## config.mk

```make
export PLATFORM = sky130hd
export DESIGN_NAME = fifo_burst_reader
export DESIGN_NICKNAME = d
export VERILOG_FILES = /design/src/rtl/fifo_burst_reader_pkg.sv /design/src/rtl/fifo_burst_reader.sv
export SDC_FILE = /design/constraint.sdc
export NUM_CORES = 1
export LEC_CHECK = 0
export BUFFER_PORTS_ARGS = -buffer_cell sky130_fd_sc_hd__buf_2
export CAP_MARGIN = 20
export CELL_PAD_IN_SITES_DETAIL_PLACEMENT = 0
export CELL_PAD_IN_SITES_GLOBAL_PLACEMENT = 1
export CORE_MARGIN = 1
export CORE_UTILIZATION = 38
export CTS_BUF_LIST = sky130_fd_sc_hd__clkbuf_4
export DETAILED_ROUTE_END_ITERATION = 6
export PLACE_DENSITY_LB_ADDON = 0.2
export SLEW_MARGIN = 0
export SYNTH_ARGS = -nofsm -noshare
export SYNTH_HDL_FRONTEND = slang
export SYNTH_SLANG_ARGS = --single-unit
```

## constraint.sdc

```tcl
create_clock -name clk -period 5.3 [get_ports clk]
set_input_delay 0.53 -clock clk [delete_from_list [all_inputs] [get_ports clk]]
set_output_delay 0.53 -clock clk [all_outputs]
set_load 0.03 [all_outputs]
```

## src/rtl/fifo_burst_reader_pkg.sv

```systemverilog
// Shared definitions for the FIFO burst reader: state encoding and default sizes.
package fifo_burst_reader_pkg;

    typedef enum logic [1:0] {
        ST_IDLE  = 2'd0,
        ST_READ  = 2'd1,
        ST_DRAIN = 2'd2
    } state_e;

    localparam int DEF_WIDTH     = 32;
    localparam int DEF_LEN_WIDTH = 8;

endpackage

```

## src/rtl/fifo_burst_reader.sv

```systemverilog
// Reads a burst of len words from a fall-through FIFO and streams them out
// through a registered valid/ready output stage.
module fifo_burst_reader
    import fifo_burst_reader_pkg::*;
#(
    parameter int WIDTH     = DEF_WIDTH,
    parameter int LEN_WIDTH = DEF_LEN_WIDTH
) (
    input  logic                 clk,
    input  logic                 rst,
    input  logic                 start,
    input  logic [LEN_WIDTH-1:0] len,
    input  logic                 abort,
    output logic                 busy,
    output logic                 done,
    input  logic                 fifo_empty,
    input  logic [WIDTH-1:0]     fifo_data,
    output logic                 fifo_get,
    output logic                 out_valid,
    input  logic                 out_ready,
    output logic [WIDTH-1:0]     out_data,
    output logic                 out_last
);

    localparam logic [LEN_WIDTH-1:0] LEN_ZERO = {LEN_WIDTH{1'b0}};
    localparam logic [LEN_WIDTH-1:0] LEN_ONE  = LEN_WIDTH'(1);
    localparam logic [WIDTH-1:0]     DATA_ZERO = {WIDTH{1'b0}};

    state_e               state_q, state_d;
    logic [LEN_WIDTH-1:0] remaining_q, remaining_d;
    logic                 out_valid_q, out_valid_d;
    logic                 out_last_q, out_last_d;
    logic [WIDTH-1:0]     out_data_q, out_data_d;
    logic                 done_q, done_d;
    logic                 pop_s;
    logic                 handshake_s;

    // Pop whenever the output stage is free or being emptied this cycle.
    assign pop_s = (state_q == ST_READ) && !fifo_empty && !abort
                   && (!out_valid_q || out_ready) && (remaining_q != LEN_ZERO);
    assign handshake_s = out_valid_q && out_ready;

    // Next-state, counter and output-register logic.
    always_comb begin
        state_d     = state_q;
        remaining_d = remaining_q;
        out_valid_d = out_valid_q;
        out_last_d  = out_last_q;
        out_data_d  = out_data_q;
        done_d      = 1'b0;

        case (state_q)
            ST_IDLE: begin
                if (start && (len != LEN_ZERO)) begin
                    remaining_d = len;
                    state_d     = ST_READ;
                end else if (start) begin
                    done_d = 1'b1;
                end else begin
                    state_d = ST_IDLE;
                end
            end
            ST_READ: begin
                if (abort) begin
                    state_d     = ST_IDLE;
                    remaining_d = LEN_ZERO;
                    out_valid_d = 1'b0;
                    out_last_d  = 1'b0;
                end else if (pop_s) begin
                    out_data_d  = fifo_data;
                    out_valid_d = 1'b1;
                    out_last_d  = (remaining_q == LEN_ONE);
                    remaining_d = remaining_q - LEN_ONE;
                    state_d     = (remaining_q == LEN_ONE) ? ST_DRAIN : ST_READ;
                end else if (handshake_s) begin
                    out_valid_d = 1'b0;
                    out_last_d  = 1'b0;
                end else begin
                    state_d = ST_READ;
                end
            end
            ST_DRAIN: begin
                // Only the final word can be pending here; its acceptance ends the burst.
                if (abort) begin
                    state_d     = ST_IDLE;
                    remaining_d = LEN_ZERO;
                    out_valid_d = 1'b0;
                    out_last_d  = 1'b0;
                end else if (handshake_s) begin
                    state_d     = ST_IDLE;
                    out_valid_d = 1'b0;
                    out_last_d  = 1'b0;
                    done_d      = out_last_q;
                end else begin
                    state_d = ST_DRAIN;
                end
            end
            default: begin
                state_d     = ST_IDLE;
                remaining_d = LEN_ZERO;
                out_valid_d = 1'b0;
                out_last_d  = 1'b0;
            end
        endcase
    end

    // State and output registers with synchronous reset.
    always_ff @(posedge clk) begin
        if (rst) begin
            state_q     <= ST_IDLE;
            remaining_q <= LEN_ZERO;
            out_valid_q <= 1'b0;
            out_last_q  <= 1'b0;
            out_data_q  <= DATA_ZERO;
            done_q      <= 1'b0;
        end else begin
            state_q     <= state_d;
            remaining_q <= remaining_d;
            out_valid_q <= out_valid_d;
            out_last_q  <= out_last_d;
            out_data_q  <= out_data_d;
            done_q      <= done_d;
        end
    end

    assign fifo_get  = pop_s;
    assign busy      = (state_q != ST_IDLE);
    assign done      = done_q;
    assign out_valid = out_valid_q;
    assign out_last  = out_last_q;
    assign out_data  = out_data_q;

endmodule

```

==> results.py, run 1 <==
metrics = {
    "final_layout": {
        "area_of_the_multi_input_gates_um2": 1100,
        "nets": 392,
        "areaGrowthSynthToFinish_pct": 24.7,
        "drive_above_1_share_pct": 29.7,
        "finalInstanceArea_um2": 2610,
        "layout.cells.most_common_list": "buf_2, nand2_1, dfxtp_1",
        "layout_commonest_cell": "buf_2",
        "seqCellArea_um2": 901,
        "final.fill_count": 552,
        "inserted_diodes": 0,
    },
    "die": {
        "chipHeight_um": 76.2,
        "floorplan_row_count": 26,
        "initial_utilization_pct": 40.2,
        "design.core.area_um2": 5200,
        "floorplan.die.width_um": 76.2,
        "design.die.area_um2": 5810,
        "ios": 83,
    },
    "critical_path": {
        "end_kind": "output port",
        "cp-start-kind": "flip-flop",
        "criticalPathCategory": "flip-flop to output port",
        "crit_fanout": 33,
        "critical_path_arrival_ns": 2.57,
        "required_arrival_time_at_the_worst_endpoint_ns": 4.77,
        "timing.reg2reg.worst_path_depth": 9,
    },
    "yosys": {
        "sequential_fraction_of_the_synthesis_area_pct": 43.0,
        "syn-num-nets": 316,
        "average_size_of_a_mapped_cell_um2": 7.96,
        "yosysWarnings": 0,
        "synth_area_um2": 2090,
        "netlist_instances": 263,
        "async_flop_share_pct": 0,
        "synth_enable_flop_cells": 0,
        "synth_top_flop_cell": "dfxtp_1",
        "synth_cell_types": 45,
        "ys_ff_latch": 45,
    },
    "cts": {
        "hold_buffers": 0,
        "cts_max_path_buffers": 2,
        "tritoncts_clock_tree": "done",
        "path_clk_slew_ns": 0.14,
        "cts_num_sinks": 45,
        "htree_num_levels": 2,
        "clock_latency_at_the_later_pin_of_the_worst_skew_pair_ns": 0.36,
        "post_cts.resized_instances": 0,
        "clock_buffer_count_from_cts": 5,
        "post_cts.repair.setup_buffers": 0,
        "root_buffer": "clkbuf_4",
    },
    "place": {
        "routabilityCongestion": 0.844,
        "io_buffers": 82,
        "place_worst_setup_slack_ns": 1.89,
        "placement.cell_area_um2": 2530,
        "dp_hpwl_um": 3800,
    },
    "drt": {
        "initialDrtViolationCount": 110,
        "avgRoutedWirePerCell_um": 13.3,
        "wirelength_um": 5440,
        "via_count": 2092,
        "ant_nets": 0,
        "route.detailed.vias_per_inst": 5.10,
        "drt-pass1-iter-count": 4,
        "route.detailed.drc": 0,
    },
    "power": {
        "pwr-share-clk_pct": 25.3,
        "power.sequential.fraction_pct": 55.2,
        "worst_vdd_rail_ir_drop_v": 0.000103,
        "total_leakage_power_nw": 1.13,
        "switching_share_pct": 31.3,
        "power.combinational.fraction_pct": 19.5,
        "pwr_density_cell_nw_per_um2": 252,
        "power_switching_mw": 0.206,
        "p_int_mw": 0.451,
    },
    "global_route": {
        "grt_remaining_overflow": 0,
        "grt_util_all_layers_pct": 18.7,
        "grt_pass1_vias": 1848,
        "grt_pass1_wl_um": 8820,
        "antenna_found_initial": 0,
        "pin_count_of_the_biggest_net_entering_global_routing": 49,
    },
    "flow_run": {
        "timing.max_cap.violations": 0,
    },
    "timing": {
        "unrepaired_setup_endpoints_after_global_routing": "false",
        "finalWorstPathRequiredPeriod_ns": 3.10,
        "final-max-slew-violation-count": 0,
        "slew_headroom_pct": 40.9,
        "final_hold_viol_count": 0,
        "setup_ws_ns": 2.20,
        "max_freq_ghz": 0.322,
        "setup-violations-final": 0,
        "finalClockSkew_ns": 0.0115,
        "worst_pin_slew_ns": 0.886,
        "setup_total_negative_slack_ns": 0,
        "final.period_utilization_pct": 58.6,
    },
    "worst_hold_path": {
        "hold_path_depth": 3,
        "hold_class": "primary input to flip-flop",
    },
    "status": {
        "run_status": "completed",
    },
}
==> per-layer routing <==
metal	wire (µm)	part of all wire (%)	track usage (%)
met1	2590	48	24.6
met2	2490	46	30.3
met3	279	5.1	4.19
met4	75	1.4	6.15
met5	0	0	0
==> flip-flops by register name, summed over array words and instances (netlist names) <==
name,cells
out_last,1
out_valid,1
out_data,32
done,1
remaining_q,8
state_q,2
==> per-stage QoR <==
stage | hold slack (ns) | total power [mW] | util, % | instances
3_3_place_gp | 0.438 | 0.496 | 48.6 | 401
4_1_cts | 0.373 | 0.660 | 49.6 | 409
2_1_floorplan | 0.468 | 0.454 | - | 263
6_report | 0.386 | 0.657 | 50.2 | 410
5_1_grt | 0.359 | 0.694 | 50.2 | 410
3_5_place_dp | 0.445 | 0.496 | 48.6 | 401
==> power groups by stage <==
stage / registers [mW] / clock network (mW) / logic, mW
floorplan: 0.381 / 0 / 0.0734
global placement: 0.370 / 0 / 0.126
detailed placement: 0.370 / 0 / 0.126
CTS: 0.363 / 0.171 / 0.126
global route: 0.365 / 0.188 / 0.141
finish: 0.363 / 0.166 / 0.128
==> layout make-up <==
cell class	count	area share [%]
Clock buffer	5	1.44
Clock inverter	3	0.671
Inverter	8	1.15
Multi-Input combinational cell	196	42.1
Sequential cell	45	34.5
Tap cell	70	3.35
Timing Repair Buffer	83	16.8
==> critical path, stage by stage, from the launching register on <==
cell and delay, ns:
dfxtp_1 0.37, inv_1 0.09, ha_1 0.21, nand2b_4 0.12
nor3_2 0.23, nand2_1 0.23, buf_16 0.24, inv_2 0.42
buf_2 0.30
==> synthesized netlist by cell type (2+ instances only) <==
| cell | n | area [µm²] |
|---|---|---|
| a211oi_1 | 2 | 15.0 |
| a21oi_1 | 41 | 205 |
| a31oi_1 | 3 | 18.8 |
| buf_2 | 3 | 15.0 |
| clkbuf_1 | 10 | 37.5 |
| dfxtp_1 | 45 | 901 |
| ha_1 | 7 | 87.6 |
| inv_1 | 7 | 26.3 |
| nand2_1 | 76 | 285 |
| nand2b_1 | 2 | 12.5 |
| nand3_1 | 3 | 15.0 |
| nand4_1 | 4 | 25.0 |
| nor2_1 | 9 | 33.8 |
| nor2b_1 | 3 | 18.8 |
| nor3_1 | 2 | 10.0 |
| nor3_2 | 2 | 20.0 |
| nor4_1 | 7 | 43.8 |
| o21ai_0 | 7 | 35.0 |
| o31ai_1 | 3 | 22.5 |
| o41ai_1 | 2 | 17.5 |
==> final timing paths <==
path	endpoint	slack [ns]	from
max	fifo_get	2.20	state_q[1]
min	out_data[6]	0.39	fifo_data[6]
max reg2reg	out_data[31]	3.06	state_q[1]
min reg2reg	out_data[25]	0.46	out_data[25]
==> cell families (layout without fill, tap and decap cells) <==
family | after synthesis | in the layout | synth area share [%]
and+or+nand+nor | 117 | 117 | 26.6
xor gates and xnor gates | 1 | 1 | 0.418
muxes | 2 | 2 | 1.02
adders and majority gates | 7 | 7 | 4.18
buffers and inverters | 22 | 99 | 4.48
AOI/OAI and AO/OA | 69 | 69 | 20.3
DFF | 45 | 45 | 43.0
(Power assumes the default switching activity.)
==> inputs of run 2 (changes only) <==
- CORE_UTILIZATION: 38 -> 32
- clock period: 5.3 -> 2.7 ns (I/O delays scaled with it)
==> results.py, run 2 (same netlist as run 1, synthesis figures left out) <==
metrics = {
    "power": {
        "power_switching_mw": 0.397,
        "pwr-share-clk_pct": 26.0,
        "switching_share_pct": 30.3,
        "worst_vdd_rail_ir_drop_v": 0.000241,
        "total_leakage_power_nw": 1.14,
        "p_int_mw": 0.912,
        "pwr_density_cell_nw_per_um2": 497,
        "power.combinational.fraction_pct": 19.5,
        "power.sequential.fraction_pct": 54.5,
    },
    "place": {
        "placement.cell_area_um2": 2570,
        "routabilityCongestion": 0.830,
        "io_buffers": 82,
        "dp_hpwl_um": 4090,
        "placed_cells_incl_taps": 413,
    },
    "cts": {
        "post_cts.resized_instances": 0,
        "path_clk_slew_ns": 0.13,
        "root_buffer": "clkbuf_4",
        "post_cts.repair.setup_buffers": 0,
        "cts_max_path_buffers": 2,
        "tritoncts_clock_tree": "done",
        "hold_buffers": 0,
        "cts_num_sinks": 45,
        "clock_latency_at_the_later_pin_of_the_worst_skew_pair_ns": 0.35,
        "clock_buffer_count_from_cts": 5,
        "htree_num_levels": 2,
    },
    "final_layout": {
        "layout.core_utilization_pct": 41.5,
        "final_cell_count_no_fill": 421,
        "inserted_diodes": 0,
        "layout.cells.most_common_list": "buf_2, nand2_1, dfxtp_1",
        "finalInstanceArea_um2": 2640,
        "largest_register_ff_count": 32,
        "nets": 396,
        "layout_commonest_cell": "buf_2",
        "areaGrowthSynthToFinish_pct": 25.8,
        "drive_above_1_share_pct": 30.8,
    },
    "global_route": {
        "pin_count_of_the_biggest_net_entering_global_routing": 33,
        "grt_util_all_layers_pct": 16.6,
        "grt_pass1_wl_um": 9230,
        "antenna_found_initial": 0,
        "grt_pass1_vias": 1946,
        "grt_remaining_overflow": 0,
    },
    "timing": {
        "final-max-slew-violation-count": 0,
        "final_hold_viol_count": 0,
        "setup-violations-final": 0,
        "final.period_utilization_pct": 76.4,
        "setup_total_negative_slack_ns": 0,
        "slew_headroom_pct": 60.9,
        "finalClockSkew_ns": 0.00455,
        "max_freq_ghz": 0.485,
        "worst_pin_slew_ns": 0.587,
        "unrepaired_setup_endpoints_after_global_routing": "false",
        "finalWorstPathRequiredPeriod_ns": 2.06,
    },
    "critical_path": {
        "crit_fanout": 10,
        "end_kind": "output port",
        "timing.reg2reg.worst_path_depth": 7,
        "required_arrival_time_at_the_worst_endpoint_ns": 2.43,
        "cp-start-kind": "flip-flop",
        "critical_path_arrival_ns": 1.79,
        "criticalPathCategory": "flip-flop to output port",
    },
    "die": {
        "design.core.area_um2": 6350,
        "chipHeight_um": 82.9,
        "floorplan_row_count": 29,
        "design.die.area_um2": 6870,
        "ios": 83,
        "initial_utilization_pct": 33.0,
        "floorplan.die.width_um": 82.9,
    },
    "drt": {
        "initialDrtViolationCount": 89,
        "route.detailed.drc": 0,
        "drt-pass1-iter-count": 4,
        "wirelength_um": 5700,
        "route.detailed.vias_per_inst": 5.00,
        "ant_nets": 0,
        "avgRoutedWirePerCell_um": 13.5,
        "via_count": 2104,
    },
    "status": {
        "run_status": "completed",
    },
    "worst_hold_path": {
        "hold_class": "primary input to flip-flop",
        "hold_path_depth": 3,
    },
    "flow_run": {
        "timing.max_cap.violations": 0,
    },
}
==> run 2: cell types whose count changed in the layout (fill, tap and decap cells not counted) <==
cell        change
clkinvlp_4      +1
clkbuf_4        +2
buf_4           +5
buf_16          -1
clkinv_1        -1
clkinv_4        -1
clkinv_2        -1
==> run 2: power by group through the flow <==
| stage | Sequential, mW | Clock, mW | Combinational, mW |
|---|---|---|---|
| floorplan | 0.747 | 0 | 0.144 |
| global placement | 0.727 | 0 | 0.258 |
| detailed placement | 0.728 | 0 | 0.255 |
| CTS | 0.713 | 0.361 | 0.256 |
| global route | 0.717 | 0.383 | 0.279 |
| finish | 0.713 | 0.341 | 0.255 |
==> run 2: through the flow <==
stage / hold WS (ns) / setup WS [ns] / power, mW
after floorplan: 0.406 / 0.787 / 0.891
after global placement: 0.439 / 0.660 / 0.985
after detailed placement: 0.444 / 0.700 / 0.983
after CTS: 0.114 / 0.604 / 1.33
after global routing: 0.108 / 0.538 / 1.38
final: 0.135 / 0.637 / 1.31
==> run 2: layout make-up <==
| type | instances | area [µm²] |
|---|---|---|
| fillers | 678 | 3710 |
| multi-input cells | 196 | 1100 |
| flip-flops and latches | 45 | 901 |
| repair buffers | 87 | 448 |
| well taps | 77 | 96.3 |
| clock buffers | 7 | 52.6 |
| inverters | 8 | 30.0 |
| clock inverters | 1 | 7.51 |
==> run 2: worst max-delay path, stage by stage, from the launching register on <==
cell and delay (ns):
dfxtp_1 0.36, inv_1 0.09, ha_1 0.21, nand2b_4 0.11, nor3_2 0.24, nand2_1 0.15, inv_2 0.10, buf_2 0.19
==> run 2: final timing paths <==
kind                start           end  slack, ns
max            state_q[1]      fifo_get       0.64
max reg2reg    state_q[1]    state_q[0]       0.71
min reg2reg  out_data[30]  out_data[30]       0.46
min          fifo_data[6]   out_data[6]       0.13
==> run 2: layer usage <==
metal	part of all wire [%]	vias to the layer above	GRT usage, %
met5	0	-	0
met4	1.8	0	5.96
met3	6.4	10	5.57
met2	46	70	26.9
met1	46	949	20.5
li1	-	1075	-
==> inputs of run 3 (changes only) <==
- clock period: 2.7 -> 1.7 ns (I/O delays scaled with it)
==> results.py, run 3 (same netlist as run 1, synthesis figures left out) <==
metrics = {
    "drt": {
        "route.detailed.vias_per_inst": 5.01,
        "ant_nets": 0,
        "route.detailed.drc": 0,
        "initialDrtViolationCount": 93,
        "wirelength_um": 6310,
        "via_count": 2384,
        "avgRoutedWirePerCell_um": 13.3,
        "drt-pass1-iter-count": 4,
    },
    "place": {
        "routabilityCongestion": 0.813,
        "place_worst_setup_slack_ns": -0.0893,
        "io_buffers": 82,
        "placement.cell_area_um2": 2830,
        "dp_hpwl_um": 4380,
    },
    "status": {
        "violations_in_the_final_reports": "setup timing",
        "run_status": "complete, but fails checks",
    },
    "final_layout": {
        "areaGrowthSynthToFinish_pct": 58.4,
        "finalInstanceArea_um2": 3320,
        "drive_above_1_share_pct": 42.1,
        "seqCellArea_um2": 908,
        "final.fill_count": 590,
        "layout.core_utilization_pct": 52.2,
        "inserted_diodes": 0,
        "area_of_the_multi_input_gates_um2": 1240,
        "layout_commonest_cell": "buf_2",
        "largest_register_ff_count": 32,
        "layout.cells.most_common_list": "buf_2, nand2_1, a21oi_1",
        "nets": 451,
    },
    "global_route": {
        "pin_count_of_the_biggest_net_entering_global_routing": 33,
        "grt_pass1_wl_um": 9790,
        "grt_util_all_layers_pct": 17.3,
        "antenna_found_initial": 0,
        "grt_pass1_vias": 2088,
        "grt_remaining_overflow": 0,
    },
    "timing": {
        "finalWorstPathRequiredPeriod_ns": 1.77,
        "hold-worst-slack_ns": 0.0271,
        "worst_pin_slew_ns": 0.394,
        "final_hold_viol_count": 0,
        "setup-violations-final": 8,
        "slew_headroom_pct": 73.5,
        "finalClockSkew_ns": 0.00780,
        "final-max-slew-violation-count": 0,
        "final.period_utilization_pct": 104,
        "setup_ws_ns": -0.0706,
        "unrepaired_setup_endpoints_after_global_routing": "true",
        "max_freq_ghz": 0.565,
    },
    "cts": {
        "tritoncts_clock_tree": "done",
        "cts_num_sinks": 45,
        "htree_num_levels": 2,
        "clock_buffer_count_from_cts": 5,
        "path_clk_slew_ns": 0.15,
        "clock_latency_at_the_later_pin_of_the_worst_skew_pair_ns": 0.36,
        "root_buffer": "clkbuf_4",
        "cts_max_path_buffers": 2,
    },
    "worst_hold_path": {
        "hold_path_depth": 3,
        "hold_start": "fifo_data[15]",
        "hold_path_end": "out_data[15]",
        "hold_class": "primary input to flip-flop",
    },
    "die": {
        "floorplan.die.width_um": 82.9,
        "floorplan_row_count": 29,
        "design.die.area_um2": 6870,
        "initial_utilization_pct": 33.0,
        "design.core.area_um2": 6350,
        "ios": 83,
        "chipHeight_um": 82.9,
    },
    "critical_path": {
        "required_arrival_time_at_the_worst_endpoint_ns": 1.96,
        "end_kind": "flip-flop",
        "criticalPathCategory": "flip-flop to flip-flop",
        "r2r_end": "state_q[0]",
        "crit_fanout": 4,
        "worst_r2r_startpoint": "state_q[1]",
        "critical_path_arrival_ns": 2.03,
        "timing.reg2reg.worst_path_depth": 7,
        "setup.reg_to_reg.worst_slack_ns": -0.07,
        "cp-start-kind": "flip-flop",
    },
    "flow_run": {
        "timing.max_cap.violations": 0,
    },
    "power": {
        "total_leakage_power_nw": 1.47,
        "pwr_density_cell_nw_per_um2": 744,
        "worst_vdd_rail_ir_drop_v": 0.000566,
    },
}
[run 3: cell types whose count changed in the layout (fill, tap and decap cells not counted), moves of 5 or more]
cell	previous run	this run
buf_6	0	6
dfxtp_2	0	6
dlygate4sd3_1	0	17
dfxtp_1	45	39
buf_4	5	37
inv_1	7	2
[run 3: repair_timing]
action / CTS / global route
cloned: 0 / 0
gates resized for setup: 22 / 17
hold endpoints to repair: 1 / 16
pin swaps: 7 / 9
hold buffers: 1 / 16
setup endpoints to repair: 23 / 37
setup buffers: 8 / 2
[run 3: worst max path at each step]
stage / from / to / slack, ns / depth (start not counted)
2_1_floorplan: state_q[1] / state_q[0] / -0.12 / 8
3_3_place_gp: state_q[1] / remaining_q[4] / -0.008 / 8
3_5_place_dp: state_q[1] / remaining_q[4] / -0.09 / 8
4_1_cts: state_q[1] / state_q[0] / -0.08 / 7
5_1_grt: state_q[1] / fifo_get / -0.12 / 7
6_report: state_q[1] / state_q[0] / -0.07 / 7
[run 3: power breakdown]
group	internal, mW	switching [mW]	total (mW)
Sequential	1.10	0.0327	1.13
Clock	0.323	0.394	0.717
Combinational	0.301	0.320	0.620
Total	1.72	0.746	2.47
[run 3: layout make-up]
class / count / share of cell area (%)
repair buffers: 142 / 28.8
clock inverters: 3 / 1.51
clock buffers: 5 / 1.13
flip-flops and latches: 45 / 27.4
multi-input cells: 196 / 37.3
inverters: 8 / 0.981
well taps: 77 / 2.90
[run 3: metrics by stage]
step / total power, mW / instances / setup TNS, ns
after detailed placement: 1.64 / 441 / -0.295
after CTS: 2.41 / 458 / -0.307
after global routing: 2.61 / 476 / -1.73
after floorplan: 1.42 / 263 / -0.122
after global placement: 1.64 / 441 / -0.0184
final: 2.47 / 476 / -0.155
[run 3: worst max-delay path, stage by stage (launching register included)]
cell,delay (ns)
dfxtp_2,0.35
inv_2,0.06
ha_4,0.14
nand2b_4,0.07
or3_4,0.38
o21ai_4,0.17
o21a_1,0.20
mux2_4,0.30
[run 3: per-layer routing]
| metal | vias to the layer above | global-route usage [%] | part of all wire [%] |
|---|---|---|---|
| li1 | 1182 | - | - |
| met1 | 1118 | 22.3 | 45 |
| met2 | 78 | 28.5 | 49 |
| met3 | 6 | 4.17 | 5.1 |
| met4 | 0 | 5.49 | 0.81 |
| met5 | - | 0 | 0 |
